==> config.mk <==
export PLATFORM = sky130hd
export DESIGN_NAME = flag_branch_ctrl_flat
export DESIGN_NICKNAME = d
export VERILOG_FILES = /design/src/rtl/flag_pkg.sv /design/src/rtl/flag_branch_ctrl_if.sv /design/src/rtl/stall_monitor.sv /design/src/rtl/flag_branch_ctrl.sv /design/src/flat_wrapper.sv
export SDC_FILE = /design/constraint.sdc
export NUM_CORES = 1
export LEC_CHECK = 0
export ABC_AREA = 1
export CORE_MARGIN = 2
export CORE_UTILIZATION = 31
export CTS_CLUSTER_SIZE = 28
export DETAILED_ROUTE_END_ITERATION = 12
export PLACE_DENSITY = 0.82
export SYNTH_ARGS = -nofsm -noshare
export SYNTH_HDL_FRONTEND = slang
export SYNTH_HIERARCHICAL = 1
export SYNTH_SLANG_ARGS = --single-unit
==> constraint.sdc <==
create_clock -name clk -period 1.8 [get_ports clk]
set_clock_uncertainty 0.1 [all_clocks]
set_input_delay 0.36 -clock clk [delete_from_list [all_inputs] [get_ports clk]]
set_output_delay 0.36 -clock clk [all_outputs]
set_load 0.1 [all_outputs]
==> src/rtl/flag_pkg.sv <==
// Shared types for the NZCV flag / branch-resolution slice: condition codes,
// the flag word layout and the B.cond predicate.
package flag_pkg;

  typedef enum logic [3:0] {
    EQ, NE, HS, LO, MI, PL, VS, VC,
    HI, LS, GE, LT, GT, LE, AL, NV
  } cond_e;

  typedef struct packed {
    logic n;
    logic z;
    logic c;
    logic v;
  } nzcv_t;

  typedef enum logic {
    MON_IDLE,
    MON_WAIT
  } mon_state_e;

  function automatic logic cond_eval(input cond_e cond, input nzcv_t f);
    logic r;
    r = 1'b1;
    case (cond)
      EQ: r = f.z;
      NE: r = !f.z;
      HS: r = f.c;
      LO: r = !f.c;
      MI: r = f.n;
      PL: r = !f.n;
      VS: r = f.v;
      VC: r = !f.v;
      HI: r = f.c & !f.z;
      LS: r = !(f.c & !f.z);
      GE: r = (f.n == f.v);
      LT: r = (f.n != f.v);
      GT: r = !f.z & (f.n == f.v);
      LE: r = !(!f.z & (f.n == f.v));
      default: r = 1'b1;  // AL and NV
    endcase
    return r;
  endfunction

endpackage

==> src/rtl/flag_branch_ctrl_if.sv <==
// Bundle between the EX/ID pipeline, the shared zero detector and the
// flag/branch controller. slave = controller side, master = pipeline side.
interface flag_branch_ctrl_if #(
  parameter int CNT_W = 16
);
  import flag_pkg::*;

  // Handshake: branch_valid qualifies branch_taken for exactly one cycle and
  // only while stall_id is low; stall_id=1 is backpressure telling ID/IF to
  // hold the current instruction and present it again next cycle.
  logic             ex_sets_flags;
  logic [63:0]      ex_result;
  logic             ex_carry;
  logic             ex_ovf;
  logic             id_cbz_req;
  logic             id_cbz_nz;
  logic [63:0]      id_cbz_val;
  logic             id_bcond_req;
  logic [3:0]       id_cond;
  logic [63:0]      zd_din;
  logic             zd_or;
  logic [3:0]       flags_q;
  logic             branch_valid;
  logic             branch_taken;
  logic             stall_id;
  logic [CNT_W-1:0] stall_cnt;
  logic             stat_clr;
  logic             starve_err;
  mon_state_e       mon_state;

  modport slave (
    input  ex_sets_flags, ex_result, ex_carry, ex_ovf,
    input  id_cbz_req, id_cbz_nz, id_cbz_val, id_bcond_req, id_cond,
    input  zd_or, stat_clr,
    output zd_din, flags_q, branch_valid, branch_taken, stall_id,
    output stall_cnt, starve_err, mon_state
  );

  modport master (
    output ex_sets_flags, ex_result, ex_carry, ex_ovf,
    output id_cbz_req, id_cbz_nz, id_cbz_val, id_bcond_req, id_cond,
    output zd_or, stat_clr,
    input  zd_din, flags_q, branch_valid, branch_taken, stall_id,
    input  stall_cnt, starve_err, mon_state
  );

endinterface

==> src/rtl/stall_monitor.sv <==
// Stall statistics: saturating stall-cycle counter plus a consecutive-stall
// watchdog FSM that raises a sticky starvation flag.
module stall_monitor
  import flag_pkg::*;
#(
  parameter int STARVE_LIMIT = 8,
  parameter int CNT_W        = 16
) (
  input  logic             clk,
  input  logic             reset,
  input  logic             stall,
  input  logic             stat_clr,
  output logic [CNT_W-1:0] stall_cnt,
  output logic             starve_err,
  output mon_state_e       state
);

  localparam int RUN_W = $clog2(STARVE_LIMIT + 1);

  mon_state_e       state_q, state_d;
  logic [RUN_W-1:0] run_q, run_d;
  logic             err_q, err_d;
  logic [CNT_W-1:0] cnt_q, cnt_d;

  always_ff @(posedge clk or posedge reset) begin
    if (reset) begin
      state_q <= MON_IDLE;
      run_q   <= '0;
      err_q   <= 1'b0;
      cnt_q   <= '0;
    end else begin
      state_q <= state_d;
      run_q   <= run_d;
      err_q   <= err_d;
      cnt_q   <= cnt_d;
    end
  end

  always_comb begin
    state_d = state_q;
    run_d   = run_q;
    case (state_q)
      MON_IDLE: begin
        if (stall) begin
          state_d = MON_WAIT;
          run_d   = RUN_W'(1);
        end
      end
      MON_WAIT: begin
        if (stall) begin
          // Hold at the limit so a long burst cannot wrap the run counter.
          if (run_q != RUN_W'(STARVE_LIMIT)) run_d = run_q + 1'b1;
        end else begin
          state_d = MON_IDLE;
          run_d   = '0;
        end
      end
      default: begin
        state_d = MON_IDLE;
        run_d   = '0;
      end
    endcase

    err_d = err_q | (run_d == RUN_W'(STARVE_LIMIT));

    cnt_d = cnt_q;
    if (stat_clr)                  cnt_d = '0;
    else if (stall && cnt_q != '1) cnt_d = cnt_q + 1'b1;
  end

  assign stall_cnt  = cnt_q;
  assign starve_err = err_q;
  assign state      = state_q;

endmodule

==> src/rtl/flag_branch_ctrl.sv <==
// Owns the shared zero detector port, the NZCV register and same-cycle
// resolution of CBZ/CBNZ/B.cond in ID; EX always wins the detector.
module flag_branch_ctrl
  import flag_pkg::*;
#(
  parameter int STARVE_LIMIT = 8,
  parameter int CNT_W        = 16
) (
  input logic                clk,
  input logic                reset,
  flag_branch_ctrl_if.slave  bus
);

  nzcv_t flags_r;
  nzcv_t next_flags;
  nzcv_t eff_flags;
  logic  collide;
  logic  br_valid;
  logic  br_taken;
  logic  [63:0] zd_sel;

  always_comb begin
    zd_sel = 64'd0;
    if (bus.ex_sets_flags)   zd_sel = bus.ex_result;
    else if (bus.id_cbz_req) zd_sel = bus.id_cbz_val;
  end

  // zd_or reflects whichever operand won the detector this cycle.
  always_comb begin
    next_flags = '{n: bus.ex_result[63], z: ~bus.zd_or,
                   c: bus.ex_carry,      v: bus.ex_ovf};
    eff_flags  = bus.ex_sets_flags ? next_flags : flags_r;
    collide    = bus.id_cbz_req & bus.ex_sets_flags;

    br_valid = 1'b0;
    br_taken = 1'b0;
    if (bus.id_cbz_req) begin
      // A simultaneous B.cond is a decode error; the CBZ alone is serviced.
      if (!bus.ex_sets_flags) begin
        br_valid = 1'b1;
        br_taken = bus.id_cbz_nz ? bus.zd_or : ~bus.zd_or;
      end
    end else if (bus.id_bcond_req) begin
      br_valid = 1'b1;
      br_taken = cond_eval(cond_e'(bus.id_cond), eff_flags);
    end
  end

  always_ff @(posedge clk or posedge reset) begin
    if (reset)                  flags_r <= '0;
    else if (bus.ex_sets_flags) flags_r <= next_flags;
  end

  assign bus.zd_din       = zd_sel;
  assign bus.flags_q      = flags_r;
  assign bus.branch_valid = br_valid;
  assign bus.branch_taken = br_taken;
  assign bus.stall_id     = collide;

  stall_monitor #(
    .STARVE_LIMIT (STARVE_LIMIT),
    .CNT_W        (CNT_W)
  ) u_stall_monitor (
    .clk        (clk),
    .reset      (reset),
    .stall      (collide),
    .stat_clr   (bus.stat_clr),
    .stall_cnt  (bus.stall_cnt),
    .starve_err (bus.starve_err),
    .state      (bus.mon_state)
  );

endmodule

==> src/flat_wrapper.sv <==
// flat-port wrapper written by rule: the top's interface ports become plain ports
module flag_branch_ctrl_flat import flag_pkg::*;
#(
  parameter int STARVE_LIMIT = 8,
  parameter int CNT_W        = 16
)
  (clk, reset, bus_ex_sets_flags, bus_ex_result, bus_ex_carry, bus_ex_ovf, bus_id_cbz_req, bus_id_cbz_nz, bus_id_cbz_val, bus_id_bcond_req, bus_id_cond, bus_zd_or, bus_stat_clr, bus_zd_din, bus_flags_q, bus_branch_valid, bus_branch_taken, bus_stall_id, bus_stall_cnt, bus_starve_err, bus_mon_state);
  flag_branch_ctrl_if #(.CNT_W(CNT_W)) bus_i ();
  input logic clk;
  input logic reset;
  input wire logic [$bits(bus_i.ex_sets_flags)-1:0] bus_ex_sets_flags;
  input wire logic [$bits(bus_i.ex_result)-1:0] bus_ex_result;
  input wire logic [$bits(bus_i.ex_carry)-1:0] bus_ex_carry;
  input wire logic [$bits(bus_i.ex_ovf)-1:0] bus_ex_ovf;
  input wire logic [$bits(bus_i.id_cbz_req)-1:0] bus_id_cbz_req;
  input wire logic [$bits(bus_i.id_cbz_nz)-1:0] bus_id_cbz_nz;
  input wire logic [$bits(bus_i.id_cbz_val)-1:0] bus_id_cbz_val;
  input wire logic [$bits(bus_i.id_bcond_req)-1:0] bus_id_bcond_req;
  input wire logic [$bits(bus_i.id_cond)-1:0] bus_id_cond;
  input wire logic [$bits(bus_i.zd_or)-1:0] bus_zd_or;
  input wire logic [$bits(bus_i.stat_clr)-1:0] bus_stat_clr;
  output wire logic [$bits(bus_i.zd_din)-1:0] bus_zd_din;
  output wire logic [$bits(bus_i.flags_q)-1:0] bus_flags_q;
  output wire logic [$bits(bus_i.branch_valid)-1:0] bus_branch_valid;
  output wire logic [$bits(bus_i.branch_taken)-1:0] bus_branch_taken;
  output wire logic [$bits(bus_i.stall_id)-1:0] bus_stall_id;
  output wire logic [$bits(bus_i.stall_cnt)-1:0] bus_stall_cnt;
  output wire logic [$bits(bus_i.starve_err)-1:0] bus_starve_err;
  output wire logic [$bits(bus_i.mon_state)-1:0] bus_mon_state;
  assign bus_i.ex_sets_flags = bus_ex_sets_flags;
  assign bus_i.ex_result = bus_ex_result;
  assign bus_i.ex_carry = bus_ex_carry;
  assign bus_i.ex_ovf = bus_ex_ovf;
  assign bus_i.id_cbz_req = bus_id_cbz_req;
  assign bus_i.id_cbz_nz = bus_id_cbz_nz;
  assign bus_i.id_cbz_val = bus_id_cbz_val;
  assign bus_i.id_bcond_req = bus_id_bcond_req;
  assign bus_i.id_cond = bus_id_cond;
  assign bus_i.zd_or = bus_zd_or;
  assign bus_i.stat_clr = bus_stat_clr;
  assign bus_zd_din = bus_i.zd_din;
  assign bus_flags_q = bus_i.flags_q;
  assign bus_branch_valid = bus_i.branch_valid;
  assign bus_branch_taken = bus_i.branch_taken;
  assign bus_stall_id = bus_i.stall_id;
  assign bus_stall_cnt = bus_i.stall_cnt;
  assign bus_starve_err = bus_i.starve_err;
  assign bus_mon_state = bus_i.mon_state;
  flag_branch_ctrl #(.STARVE_LIMIT(STARVE_LIMIT), .CNT_W(CNT_W)) u_core (.clk(clk), .reset(reset), .bus(bus_i));
endmodule
==> metrics.txt, run 1 <==
Die Height=93.3 um; H-tree depth=1; top cells by count, synth=95 x nand2_1, 63 x a22o_1, 34 x nor2_1; top-count cell post-synth=nand2_1; Initial Utilization=approximately a third; Seq/Total Area, Yosys=a little over a quarter; dpl hpwl=~12 mm; port bufs=between 200 and 250; asr flop ratio synth=100%; hold buffer count at cts=0; Num CTS Buffers=3; most common flop cell mapped by yosys=dfrtp_1; synthesized instance count=360; clock sinks=26; outcome=stopped before the end; dpl ws=-0.641 ns; Final GP Congestion=0.981; Yosys cell types=27; DP Cell Count=between 700 and 800; Max Buffers Root-to-Sink=2; cell type with the largest total area after synthesis=dfrtp_1; Fail Step=5_1_grt; # IOs=roughly 230; Die Wd=roughly 93 um; #FFs+latches synth=26; yosys warns=6; Syn Area/Cell=6.87 um2; synthesized area=0.00247 mm2; Synth top area share=around a quarter; Root Driver=clkbuf_8; largest net degree at the start of global routing=34; worst_ep grt=bus_branch_taken; antenna violations before repair=0; Area contributors post-synth=dfrtp_1 26%, a22o_1 22%, nand2_1 14%; syn nets=505; Cell Rows=32; Tool Error=[ERROR DPL-0033] detailed placement checks failed during check placement.; Post-synth EDFFs=0; Worst EP kind=top-level output
[cells by family after synthesis]
kind of cell,count (synthesis),share of synthesized area [%]
XOR/XNOR,5,1.77
buffers and inverters,57,10.1
AO/OA/AOI/OAI,79,26.0
AND/OR/NAND/NOR,190,34.3
flip-flops,26,26.3
adder cells (fa/ha/maj),3,1.52
[repair_timing]
| action | CTS |
|---|---|
| gates resized for setup | 100 |
| buffers inserted | 9 |
| cloned | 8 |
| endpoints found under the setup margin | 67 |
| pin swaps | 10 |
[through the flow]
stage	setup TNS [ns]	hold slack, ns	cell area, um2	util (%)
after CTS	-4.15	0.194	7110	92.1
after global placement	-21.75	0.412	6260	81.0
after detailed placement	-23.77	0.421	6260	81.0
after floorplan	-10.75	0.0262	2710	-
==> run 2, diff against run 1 <==
CTS_CLUSTER_SIZE = unset   (was 28)
PLACE_DENSITY = unset   (was 0.82)
PLACE_DENSITY_LB_ADDON = 0.15   (was unset)
==> run 2 against run 1 <==
  * The flow now finishes, with violations (setup timing)
  * Area after synthesis unchanged
  * Synthesized cell count did not move
==> metrics.txt, run 2 <==
outcome=finished, violations left (was stopped before the end); Power, Total=~3600 uW; wire per inst=about 23 um; largest net degree at the start of global routing=28; failing checks=setup timing; crit-path max FO=5; min Tclk post-route=between 2 and 2.5 ns; worst reg2reg path depth=8; Skew-Pair Late Insertion Delay=about 0.28 ns; RR Endpoint=u_core/u_stall_monitor/stall_cnt[9]; # IOs=231 (unchanged); first-pass GRT wire length=about 23 mm; Initial Utilization=32.0% (unchanged); DRC Markers=0; drt initial violations=263; Setup CP Type=register to output port; Worst-Margin Slew=about 0.62 ns; commonest cells after routing, fill and taps aside=131 x clkdlybuf4s50_1, 93 x buf_12, 85 x nand2_1, 48 x a22o_2; Area contributors post-synth=dfrtp_1 26%, a22o_1 22%, nand2_1 14% (unchanged); Post-Layout Cell Count=around 730; fmax=436 MHz; Seq/Total Area, Yosys=26.3% (unchanged); synthesized area=0.00247 mm2 (unchanged); CTS tree=done; antenna violations before repair=1; syn nets=505 (unchanged); CP endpoint=bus_branch_taken; dpl hpwl=12.1 mm (was 11.6 mm); Max Buffers Root-to-Sink=2 (unchanged); Via density=roughly 5.5; VDD IR-drop max=just under 500 uV; worst path bufs/invs=2; port bufs=230 (unchanged); CP Launch Point=u_core/bus.flags_q[2]; Levels on crit path=11; #FFs+latches synth=26 (unchanged); all-layer global routing usage=about a third; Final Cycle Share=127%; CP Launch Type=register; P_leak=0.00299 uW; first drt pass iteration count=5; Crit path required time=1.34 ns; Yosys cell types=27 (unchanged); Root Driver=clkbuf_8 (unchanged); grt total ovfl=0; Num CTS Buffers=3 (unchanged); r2r startpoint=u_core/u_stall_monitor/stall_cnt[5]; vias in the first global route=slightly below 4000; synthesized instance count=360 (unchanged); max-slew violations=0; DP Cell Count=713 (was 720); cell type with the largest total area after synthesis=dfrtp_1 (unchanged); biggest cell delay along the critical path=between 0.4 and 0.5 ns; final hold vios=0; top-count cell post-synth=nand2_1 (unchanged); clock sinks=26 (unchanged); top cells by count, synth=95 x nand2_1, 63 x a22o_1, 34 x nor2_1 (unchanged); Die Wd=93.3 um (unchanged); worst path cell trace=inv_1, nand2_2, nand2_4, a21oi_1, nor2_1, nand3_1, nand2_1, nand2_1, nand2_2, nand2_8, buf_12; Post-synth EDFFs=0 (unchanged); pwr dens=between 500 and 600 mW/mm2; total core area=approximately 0.0077 mm2; Worst EP arrival=1.83 ns; Cell Rows=32 (unchanged); Final GP Congestion=0.920 (was 0.981); Vias=approximately 4000; total routed wirelength=17.0 mm; H-tree depth=1 (unchanged); slowest stage cell on the critical path=dfrtp_4; synth-to-layout area growth=170%; Die ar.=0.00871 mm2; Critical Path End Type=output port; max FFs per register=16; max-cap viol count=0; Die Height=93.3 um (unchanged); type of the most critical hold path=input pin to async pin; Final ANT Viol Nets=0; Max-slew headroom=between 50% and 60%; Top delay family on crit path=simple AND/OR/NAND/NOR gates; Syn Area/Cell=6.87 um2 (unchanged); most common flop cell mapped by yosys=dfrtp_1 (unchanged); Reg2Reg Setup Slack=~0.13 ns; CTS clk-pin slew, worst paths=0.08 ns; asr flop ratio synth=100% (unchanged); yosys warns=6 (unchanged); RSZ-0062 raised after global routing=yes; most common cell after layout, fill and taps aside=clkdlybuf4s50_1; fin worst setup slack=-0.494 ns; final setup fails=4; layout cells sized above 1=approximately 43%; Synth top area share=26.3% (unchanged); Nets=770
==> run 2: cell counts after synthesis <==
No cell type changed its count.
==> run 2: worst min path at each step <==
| stage | from | end | slack (ns) | cells after the start |
|---|---|---|---|---|
| after global placement | u_core/u_stall_monitor/starve_err | u_core/u_stall_monitor/starve_err | 0.41 | 2 |
| after floorplan | reset | u_core/bus.flags_q[0] | 0.03 | 1 |
| after detailed placement | u_core/u_stall_monitor/starve_err | u_core/u_stall_monitor/starve_err | 0.43 | 2 |
| after CTS | reset | u_core/bus.flags_q[3] | 0.20 | 2 |
| final | reset | u_core/bus.flags_q[3] | 0.19 | 2 |
| after global routing | reset | u_core/bus.flags_q[3] | 0.22 | 2 |
==> run 2: cell type report <==
class	count	area, um2
diodes	1	2.50
clock buffers	3	41.3
clock inverters	1	30.0
fillers	400	1060
inverters	40	176
multi-input cells	277	1860
flip-flops and latches	26	681
well taps	102	128
repair buffers	276	3740
repair inverters	1	8.76
==> run 2: cell families (layout without fill, tap and decap cells) <==
logic type,count (synthesis),count (layout),synth area share (%)
other,0,1,0
AO/OA/AOI/OAI,79,79,26.0
AND/OR/NAND/NOR,190,190,34.3
adder cells (fa/ha/maj),3,3,1.52
XOR/XNOR,5,5,1.77
buffers and inverters,57,321,10.1
flip-flops,26,26,26.3
==> run 2: metal layers <==
| metal | wire length, um | GRT usage (%) | vias to the layer above |
|---|---|---|---|
| met2 | 7890 | 56.6 | 267 |
| met3 | 2380 | 15.8 | 69 |
| met1 | 5960 | 41.0 | 1858 |
| li1 | - | - | 1770 |
| met4 | 780 | 11.3 | 2 |
| met5 | 12 | 0 | - |
==> run 2: per-stage QoR <==
stage	TNS, ns	hold slack (ns)	utilization [%]	area (um2)	worst slack [ns]
after floorplan	-10.75	0.0262	-	2710	-0.338
after global placement	-20.49	0.412	80.6	6230	-0.512
after detailed placement	-23.32	0.426	80.6	6230	-0.578
after CTS	-0.414	0.196	84.0	6490	-0.414
after global routing	-0.682	0.220	86.3	6670	-0.555
final	-0.503	0.191	86.3	6670	-0.494
==> run 2: what timing repair did <==
item | CTS | global route
buffers inserted | 1 | 1
endpoints found under the hold margin | 0 | 0
gates cloned | 4 | 3
endpoints found under the setup margin | 67 | 28
hold buffers | 0 | 0
pin swaps | 13 | 11
resized for setup | 37 | 19
==> run 2: power by group <==
part           switching, uW  internal (uW)
clock                    190            298
sequential              20.0            607
combinational           1460           1030
(Power assumes the default switching activity.)
==> run 3, diff against run 2 <==
CORE_MARGIN = unset   (was 2)
SLEW_MARGIN = 20   (was unset)
==> run 3 against run 2 <==
  * The flow still finishes with violations (setup timing)
  * Non-clock buffer count increased by 2
  * Flip-flop and latch count unchanged
  * Combinational power about the same
  * Sequential power barely moved
  * Setup slack gained 0.026 ns
  * Hold slack improved by 0.00086 ns
  * Utilization shrank 0.34 points
  * Maximum frequency rose by 1.2%
  * Wire length decreased by 4.5%
  * Largest power group unchanged
==> metrics.txt, run 3 (synthesis results as in run 2) <==
outcome=finished, violations left (unchanged); failing checks=setup timing (unchanged); vias in the first global route=3857 (was 3899); most common cell after layout, fill and taps aside=clkdlybuf4s50_1 (unchanged); grt total ovfl=0 (unchanged); Final ANT Viol Nets=0 (unchanged); DRC Markers=0 (unchanged); RSZ-0062 raised after global routing=yes (unchanged); Num CTS Buffers=3 (unchanged); Setup CP Type=register to output port (unchanged); largest net degree at the start of global routing=63 (was 28); Vias=3996 (was 3966); crit-path max FO=4 (was 5); layout cells sized above 1=43.5% (was 42.8%); Max-slew headroom=57.9% (was 58.2%); CP Launch Point=u_core/bus.flags_q[3] (was u_core/bus.flags_q[2]); Skew-Pair Late Insertion Delay=0.28 ns (about the same); drt initial violations=319 (was 263); CTS tree=done (unchanged); VDD IR-drop max=540 uV (was 490 uV); dpl ws=-0.578 ns (about the same); r2r startpoint=u_core/u_stall_monitor/stall_cnt[1] (was u_core/u_stall_monitor/stall_cnt[5]); CP endpoint=bus_branch_taken (unchanged); max-slew violations=0 (unchanged); Final Cycle Share=126% (was 127%); Final GP Congestion=0.948 (was 0.920); # IOs=231 (unchanged); pwr dens=528 mW/mm2 (was 540 mW/mm2); RR Endpoint=u_core/u_stall_monitor/stall_cnt[2] (was u_core/u_stall_monitor/stall_cnt[9]); cell area after layout=0.00664 mm2 (was 0.00667 mm2); H-tree depth=1 (unchanged); type of the most critical hold path=input pin to async pin (unchanged); Die ar.=0.00834 mm2 (was 0.00871 mm2); Reg2Reg Setup Slack=0.10 ns (was 0.13 ns); final setup fails=16 (was 4); fin worst setup slack=-0.468 ns (was -0.494 ns); Critical Path End Type=output port (unchanged); # diodes=0 (was 1); wire per inst=22.4 um (was 23.4 um); min Tclk post-route=2.27 ns (was 2.29 ns); first-pass GRT wire length=23.1 mm (was 23.0 mm); P_leak=0.00299 uW (about the same); Max Buffers Root-to-Sink=2 (unchanged); all-layer global routing usage=36.8% (was 34.9%); Initial Utilization=32.0% (unchanged); biggest cell delay along the critical path=0.53 ns (was 0.48 ns); Cell Rows=32 (unchanged); synth-to-layout area growth=169% (was 170%); Worst EP arrival=1.81 ns (was 1.83 ns); total core area=0.00773 mm2 (unchanged); dpl cell area=0.00621 mm2 (was 0.00623 mm2); Die Wd=91.3 um (was 93.3 um); first drt pass iteration count=5 (unchanged); worst path cell trace=inv_4, nor2_4, nor2_4, nand2_2, nand2_1, nand2_1, nand3_1, nand2_1, nand2_1, nand2_2, nand2_8, buf_12 (was inv_1, nand2_2, nand2_4, a21oi_1, nor2_1, nand3_1, nand2_1, nand2_1, nand2_2, nand2_8, buf_12); CP Launch Type=register (unchanged); dpl hpwl=12.0 mm (was 12.1 mm); max FFs per register=16 (unchanged); final hold vios=0 (unchanged); total routed wirelength=16.3 mm (was 17.0 mm); max-cap viol count=0 (unchanged); Root Driver=clkbuf_8 (unchanged); fmax=441 MHz (was 436 MHz); slowest stage cell on the critical path=dfrtp_4 (unchanged); antenna violations before repair=0 (was 1); Crit path required time=1.34 ns (about the same); Worst-Margin Slew=0.625 ns (was 0.621 ns); worst reg2reg path depth=10 (was 8); commonest cells after routing, fill and taps aside=131 x clkdlybuf4s50_1, 96 x buf_12, 82 x nand2_1, 47 x a22o_2, 38 x buf_4 (was 131 x clkdlybuf4s50_1, 93 x buf_12, 85 x nand2_1, 48 x a22o_2); Nets=771 (was 770); CTS clk-pin slew, worst paths=0.08 ns (about the same); clock sinks=26 (unchanged); Via density=5.50 (was 5.46); Crit path top cell by count=nand2_1; Die Height=91.3 um (was 93.3 um); setup_tns=-0.642 ns (was -0.503 ns); port bufs=230 (unchanged)
==> run 3: repair_timing <==
item | in CTS | in global routing
hold buffers | 0 | 0
cloned | 5 | 0
pin swaps | 14 | 11
setup endpoints to repair | 67 | 46
resized for setup | 46 | 18
setup buffers | 7 | 1
==> run 3: per-stage QoR <==
step                hold WS, ns  cells  util (%)  total power (uW)
CTS                       0.194    728      85.6              3470
finish                    0.192    727      86.0              3500
detailed placement        0.426    712      80.4              2990
global route              0.226    727      86.0              3570
global placement          0.411    712      80.4              2970
floorplan                0.0262    360         -              1910
==> run 3: area by class of cell <==
type	instances	area, um2
Multi-Input combinational cell	277	1910
Timing Repair Buffer	278	3690
Clock buffer	4	55.1
Inverter	40	181
Sequential cell	26	681
Fill cell	400	1080
Tap cell	102	128
==> run 3: power breakdown <==
part / total, uW / switching [uW] / internal, uW
logic: 2500 / 1460 / 1030
registers: 629 / 22.3 / 607
clock network: 381 / 185 / 196
total: 3500 / 1670 / 1840
==> run 3: worst max-delay path: cells and delay by family, from the launching register on <==
family / cells / cell delay [ns]
simple gates: 10 / 0.75
flops: 1 / 0.53
buf+inv: 2 / 0.24
==> run 3: routing by layer <==
| layer | vias up | track usage, % | part of all wire, % |
|---|---|---|---|
| met5 | - | 0 | 0 |
| met4 | 0 | 21.4 | 6.9 |
| met3 | 69 | 8.04 | 8.9 |
| met2 | 268 | 66.6 | 50 |
| met1 | 1892 | 39.1 | 34 |
| li1 | 1767 | - | - |
==> run 3: how the worst min path moves through the flow <==
stage                     slack [ns]                                end                              start  cells after the start
after floorplan                 0.03              u_core/bus.flags_q[0]                              reset                      1
after global placement          0.41  u_core/u_stall_monitor/starve_err  u_core/u_stall_monitor/starve_err                      2
after detailed placement        0.43  u_core/u_stall_monitor/starve_err  u_core/u_stall_monitor/starve_err                      2
after CTS                       0.19              u_core/bus.flags_q[2]                              reset                      2
after global routing            0.23              u_core/bus.flags_q[1]                              reset                      2
final                           0.19              u_core/bus.flags_q[2]                              reset                      2
